`src/rtl/ysyx_25040101_imm_unit.sv`:
```
// Immediate extraction unit with a 2-entry result FIFO and a valid/ready handshake on both sides.
// Optional macro YSYX_25040101_IMM_ERR_EN adds err_o, flagging RV32 shift amounts with inst[25] set.
module ysyx_25040101_imm_unit #(
  parameter int unsigned XLEN  = 32,
  parameter int unsigned TAG_W = 32
) (
  input  logic              clk,
  input  logic              rst_n,
  input  logic              in_valid,
  output logic              in_ready,
  input  logic [31:7]       inst_i,
  input  logic [2:0]        imm_src_i,
  input  logic [TAG_W-1:0]  tag_i,
  output logic              out_valid,
  input  logic              out_ready,
  output logic [XLEN-1:0]   imm_o,
  output logic [TAG_W-1:0]  tag_o,
  output logic [2:0]        src_o
`ifdef YSYX_25040101_IMM_ERR_EN
  ,
  output logic              err_o
`endif
);

  localparam int unsigned DEPTH = 2;
  localparam int unsigned CNT_W = 2;

  typedef struct packed {
    logic [XLEN-1:0]  imm;
    logic [TAG_W-1:0] tag;
    logic [2:0]       src;
`ifdef YSYX_25040101_IMM_ERR_EN
    logic             err;
`endif
  } entry_t;

  entry_t           mem [DEPTH];
  entry_t           new_entry;
  logic [CNT_W-1:0] count;
  logic             wptr;
  logic             rptr;
  logic             push;
  logic             pop;
  logic [31:0]      raw32;
  logic             is_sext;
  logic [5:0]       shamt;

  assign in_ready  = rst_n && (count != CNT_W'(DEPTH));
  // Held low during reset so no output transfer can happen in the reset cycle.
  assign out_valid = rst_n && (count != '0);
  assign push      = in_valid && in_ready;
  assign pop       = out_valid && out_ready;

  // Immediate decode: build a 32-bit pattern, then sign- or zero-extend to XLEN.
  always_comb begin
    raw32     = '0;
    is_sext   = 1'b0;
    new_entry = '0;
    shamt     = (XLEN == 64) ? inst_i[25:20] : {1'b0, inst_i[24:20]};
    case (imm_src_i)
      3'b001: begin
        raw32   = {{20{inst_i[31]}}, inst_i[31:20]};
        is_sext = 1'b1;
      end
      3'b010: begin
        raw32   = {{20{inst_i[31]}}, inst_i[31:25], inst_i[11:7]};
        is_sext = 1'b1;
      end
      3'b011: begin
        raw32   = {{19{inst_i[31]}}, inst_i[31], inst_i[7], inst_i[30:25], inst_i[11:8], 1'b0};
        is_sext = 1'b1;
      end
      3'b100: begin
        raw32   = {inst_i[31:12], 12'b0};
        is_sext = 1'b1;
      end
      3'b101: begin
        raw32   = {{11{inst_i[31]}}, inst_i[31], inst_i[19:12], inst_i[20], inst_i[30:21], 1'b0};
        is_sext = 1'b1;
      end
      3'b110:  raw32 = 32'(inst_i[19:15]);
      3'b111:  raw32 = 32'(shamt);
      default: raw32 = '0;
    endcase
    if (is_sext) new_entry.imm = XLEN'($signed(raw32));
    else         new_entry.imm = XLEN'(raw32);
    new_entry.tag = tag_i;
    new_entry.src = imm_src_i;
`ifdef YSYX_25040101_IMM_ERR_EN
    new_entry.err = (imm_src_i == 3'b111) && (XLEN == 32) && inst_i[25];
`endif
  end

  // FIFO state; storage is cleared on reset so the outputs read back as zero.
  always_ff @(posedge clk) begin
    if (!rst_n) begin
      count  <= '0;
      wptr   <= 1'b0;
      rptr   <= 1'b0;
      mem[0] <= '0;
      mem[1] <= '0;
    end else begin
      if (push) begin
        mem[wptr] <= new_entry;
        wptr      <= ~wptr;
      end
      if (pop) rptr <= ~rptr;
      case ({push, pop})
        2'b10:   count <= count + CNT_W'(1);
        2'b01:   count <= count - CNT_W'(1);
        default: count <= count;
      endcase
    end
  end

  assign imm_o = mem[rptr].imm;
  assign tag_o = mem[rptr].tag;
  assign src_o = mem[rptr].src;
`ifdef YSYX_25040101_IMM_ERR_EN
  assign err_o = mem[rptr].err;
`endif

endmodule

```
`config.mk`:
```
export PLATFORM = sky130hd
export DESIGN_NAME = ysyx_25040101_imm_unit
export DESIGN_NICKNAME = d
export VERILOG_FILES = /design/src/rtl/ysyx_25040101_imm_unit.sv
export SDC_FILE = /design/constraint.sdc
export NUM_CORES = 1
export LEC_CHECK = 0
export BUFFER_PORTS_ARGS = -buffer_cell sky130_fd_sc_hd__buf_4
export CAP_MARGIN = 20
export CORE_ASPECT_RATIO = 0.5
export CORE_UTILIZATION = 55
export CTS_CLUSTER_SIZE = 16
export DETAILED_ROUTE_END_ITERATION = 7
export GPL_ROUTABILITY_DRIVEN = 0
export MAX_ROUTING_LAYER = met4
export PLACE_DENSITY = 0.8
export SLEW_MARGIN = 20
export SYNTH_ARGS = -nofsm -noshare
export SYNTH_HDL_FRONTEND = slang
export SYNTH_SLANG_ARGS = --single-unit
export TNS_END_PERCENT = 1
```
`constraint.sdc`:
```
create_clock -name clk -period 3.13 [get_ports clk]
set_clock_uncertainty 0.05 [all_clocks]
set_input_delay 0.313 -clock clk [delete_from_list [all_inputs] [get_ports clk]]
set_output_delay 0.313 -clock clk [all_outputs]
set_load 0.05 [all_outputs]
```
; Word-level counts from Yosys, hierarchy flattened
; Memories as Yosys holds them, arrays and structs flattened. A register that Yosys moved wholly into a read port is not among the register bits.
; Index checks and enable logic that the tools add are counted.
[totals]
reg_bits = 4
latchBits = 0
mem_bits_rw = 134
romBits = 0
in_bits = 64
output_inout_bits = 69
word_cells = 36
memories = 1
[classes]
n_addsub = 2
n_mul = 0
div_mod_pow = 0
n_lt_le_gt_ge = 0
eq_ne = 10
shift = 0
n_mux = 11
bitwise = 2
reduce_logical = 7
[memory_table]
columns = memory, depth, word_bits, read_ports, rd_ports_with_merged_regs, write_ports, line
row1 = mem, 2, 67, 1, 1, 2, 37  ; entry_t mem [DEPTH];
[ops]
columns = cell, n
row1 = $pmux W32 S7, 1
row2 = $mux W67, 1
row3 = $reduce_or A67 Y1, 1
row4 = $eq A3 B3 Y1 const B, 4
row5 = $mux W1, 8
row6 = $eq A3 B2 Y1 const B, 2
row7 = $logic_and A1 B1 Y1, 4
row8 = $pmux W2 S2, 1
row9 = $reduce_bool A2 Y1, 2
row10 = $eq A3 B1 Y1 const B, 1
row11 = $add A2 B1 Y2 const B, 1
row12 = $eq A2 B1 Y1 const B, 1
row13 = $eq A2 B2 Y1 const B, 1
row14 = $ne A2 B2 Y1 const B, 1
row15 = $not A1 Y1, 2
row16 = $sub A2 B1 Y2 const B, 1

; Logic depth before layout (Yosys ltp)
[depth]
word_depth = 8
depth_mapped = 7
mapped_depth_nobuf = 6

; Worst setup path after synthesis
; Ideal clock, no wire load.
[synth_path]
path_kind = register -> register
startpoint = reg count[0]
endpoint = mem mem[1][0] in the netlist's numbering (enable)
setup_time_ns = 0.427
arrival_time_ns = 2.363
required_time_ns = 2.653
slack_ns = 0.291
stages_incl_launch_ff = 5
n_path_buf = 1
synth_period_minus_slack_ns = 2.839
cell_sequence = dfxtp_1 > nand2b_4 > nand4_2 > clkbuf_1 > nand2_1
[synth_rtl]
columns = element, line
row1 = start: declaration, 39  ; logic [CNT_W-1:0] count;
row2 = start signal: assignment, 109  ; 2'b10: count <= count + CNT_W'(1);
row3 = start signal: assignment, 110  ; 2'b01: count <= count - CNT_W'(1);
row4 = start signal: assignment, 111  ; default: count <= count;
row5 = end: declaration, 37

==> out/metrics.yaml <==
crit_path_end_kind: "output port"
drt-vias-per-instance: 5.51
fmax_ghz: 0.420
cts_resized: 0
grt_first_pass_wirelength_microns: 20400
drv_cap: 0
tightest_slew_ns: 0.920
syn_area_per_cell_sq_um: 14.1
crit_end: "imm_o[23]"
seqCellArea_sq_um: 4130
htreeDepth: 4
clock_path_buffers: 2
grt_usage_pct: 23.3
setup_slack_ns: 0.752
design.core.area_sq_um: 11100
final_common_cell: "buf_4"
r2r-start: "count[0]"
layout-drive-gt1-share_pct: 41.6
vias: 4033
synth-seq-area-share_pct: 65.3
final_cell_mix: "buf_4 (139), edfxtp_1 (134), and2_1 (74), mux2_2 (68), a21oi_1 (50)"
die_h_microns: 77.8
critical_path_required_ns: 2.77
syn_area_sq_um: 6320
drc_errors: 0
path_buf_inv: 1
antenna_found_initial: 0
cts_tree: "yes"
clk_pin_slew_ns: 0.06
period_needed_ns: 2.38
crit_fanout: 67
cp.depth: 2
nets: 640
finalCritPeriodShare_pct: 76.0
rows: 27
ys_ff_latch: 139
numCtsBuffers: 17
die_w_microns: 154
reg2reg_depth: 4
clock-root-buffer: "clkbuf_16"
p_per_area_nw_per_um2: 675
synth_edf_count: 134
r2r_end: "mem[0][23]"
critPathTopFamily: "flip-flops"
initial_core_util_pct: 57.0
worstSetupPathType: "flip-flop to output port"
wire_per_inst_microns: 17.6
io_buffer_count: 132
grt-ovfl-total: 0
yosys_warnings: 0
ant_nets: 0
finalSetupTns_ns: 0
grt_pass1_vias: 4017
hold_viol: 0
synth_cell_type_count: 38
pre_cts_ws_ns: 1.14
area_growth_pct: 26.0
finalMaxSlewViolations: 0
drt-pass1-iter-count: 6
slew_headroom_pct: 38.7
synth_nets: 514
max_stage_delay_ns: 0.96
power_leakage_nw: 3.13
synthCells: 449
diodes: 0
drtIter0Drc: 335
drt-total-wl_microns: 12900
cp_slowest_cell: "dfxtp_4"
worstPathCellList: "mux2_2 -> buf_4"
die_area_sq_um: 11900
fillCellCount: 759
worstSetupStartpointType: "flip-flop"
rsz0062_at_grt: "no"
hold_buffers: 0
total_power_mw: 5.38
synth-async-reset-ratio_pct: 0
grt_start_max_net_pins: 68
finalSetupViolations: 0
synth_ff_type: "edfxtp_1"
io_pins: 133
clk_latency_ns: 0.40
cts_sinks: 139
status: "finished clean"
post_cts_buffers: 0
hold_class: "primary input to flip-flop"
peakVddDrop_v: 0.000360
arrival_ns: 2.02
multi_input_area_sq_um: 2010
regToRegSetupSlack_ns: 1.19
place_hpwl_microns: 7860
## through the flow
stage                     area (sq um)  hold slack [ns]  cells  util, %
after floorplan                   6320            0.387    449        -
after global placement            7380            0.391    701     66.6
after detailed placement          7380            0.409    701     66.6
after CTS                         7960            0.129    732     71.9
after global routing              7960            0.131    732     71.9
final                             7960            0.137    732     71.9
## worst min-delay path by stage
stage | from | cells past startpoint | slack, ns | to
after floorplan | rptr | 1 | 0.39 | flip-flop
after global placement | rptr | 1 | 0.39 | flip-flop
after detailed placement | rptr | 1 | 0.41 | flip-flop
after CTS | tag_i[13] | 2 | 0.13 | mem[0][16]
after global routing | tag_i[9] | 2 | 0.13 | mem[0][12]
final | tag_i[13] | 2 | 0.14 | mem[0][16]
## worst reg2reg max path: stages, from the launching register on
cell and delay (ns):
dfxtp_1 0.39, nand2b_4 0.19, nand4b_2 0.16, nand2_4 0.45
buf_4 0.38
## power breakdown
part	internal, mW	switching (mW)	leakage (nW)	total (mW)
Sequential	2.20	0.0848	1.45	2.29
Combinational	0.396	0.711	1.41	1.11
Clock	1.24	0.742	0.277	1.98
## final cells by class
type / instances / share of cell area, %
multi-input cells: 277 / 25.2
flip-flops and latches: 139 / 51.8
clock buffers: 18 / 5.39
well taps: 145 / 2.28
clock inverters: 13 / 1.92
repair buffers: 140 / 13.4
## kinds of logic after synthesis
kind of cell    Yosys count  synth area share [%]
compound gates           71                  6.18
xor+xnor                  2                 0.277
fa+ha+maj                 1                 0.198
buf+inv                  33                  3.21
flops                   139                  65.3
mux                      72                  12.7
simple gates            131                  12.1
## sequential cells by signal (all words and copies together) (netlist names), named ones only
name   count
count      2
mem      134
rptr       1
wptr       1
## synth_stat cells (all sizes together), types with 2 or more instances
master | instances | area share [%]
a21oi | 50 | 4.0
dfxtp | 5 | 1.6
nand2 | 24 | 1.4
a32oi | 3 | 0.42
nor2 | 14 | 0.83
clkbuf | 3 | 0.18
and2 | 74 | 7.3
nor2b | 4 | 0.40
xnor2 | 2 | 0.28
mux2i | 4 | 0.63
a31oi | 2 | 0.20
edfxtp | 134 | 64
nand3b | 3 | 0.36
a22oi | 4 | 0.48
o21ai | 8 | 0.63
buf | 30 | 3.0
mux2 | 68 | 12
## metal layers
metal	track usage (%)	up-vias	wire length [microns]
met4	10.2	0	206
met2	37.1	144	6410
met3	5.53	18	844
li1	-	1904	-
met1	28.7	1967	5430
met5	-	-	0
(Power assumes the default switching activity.)
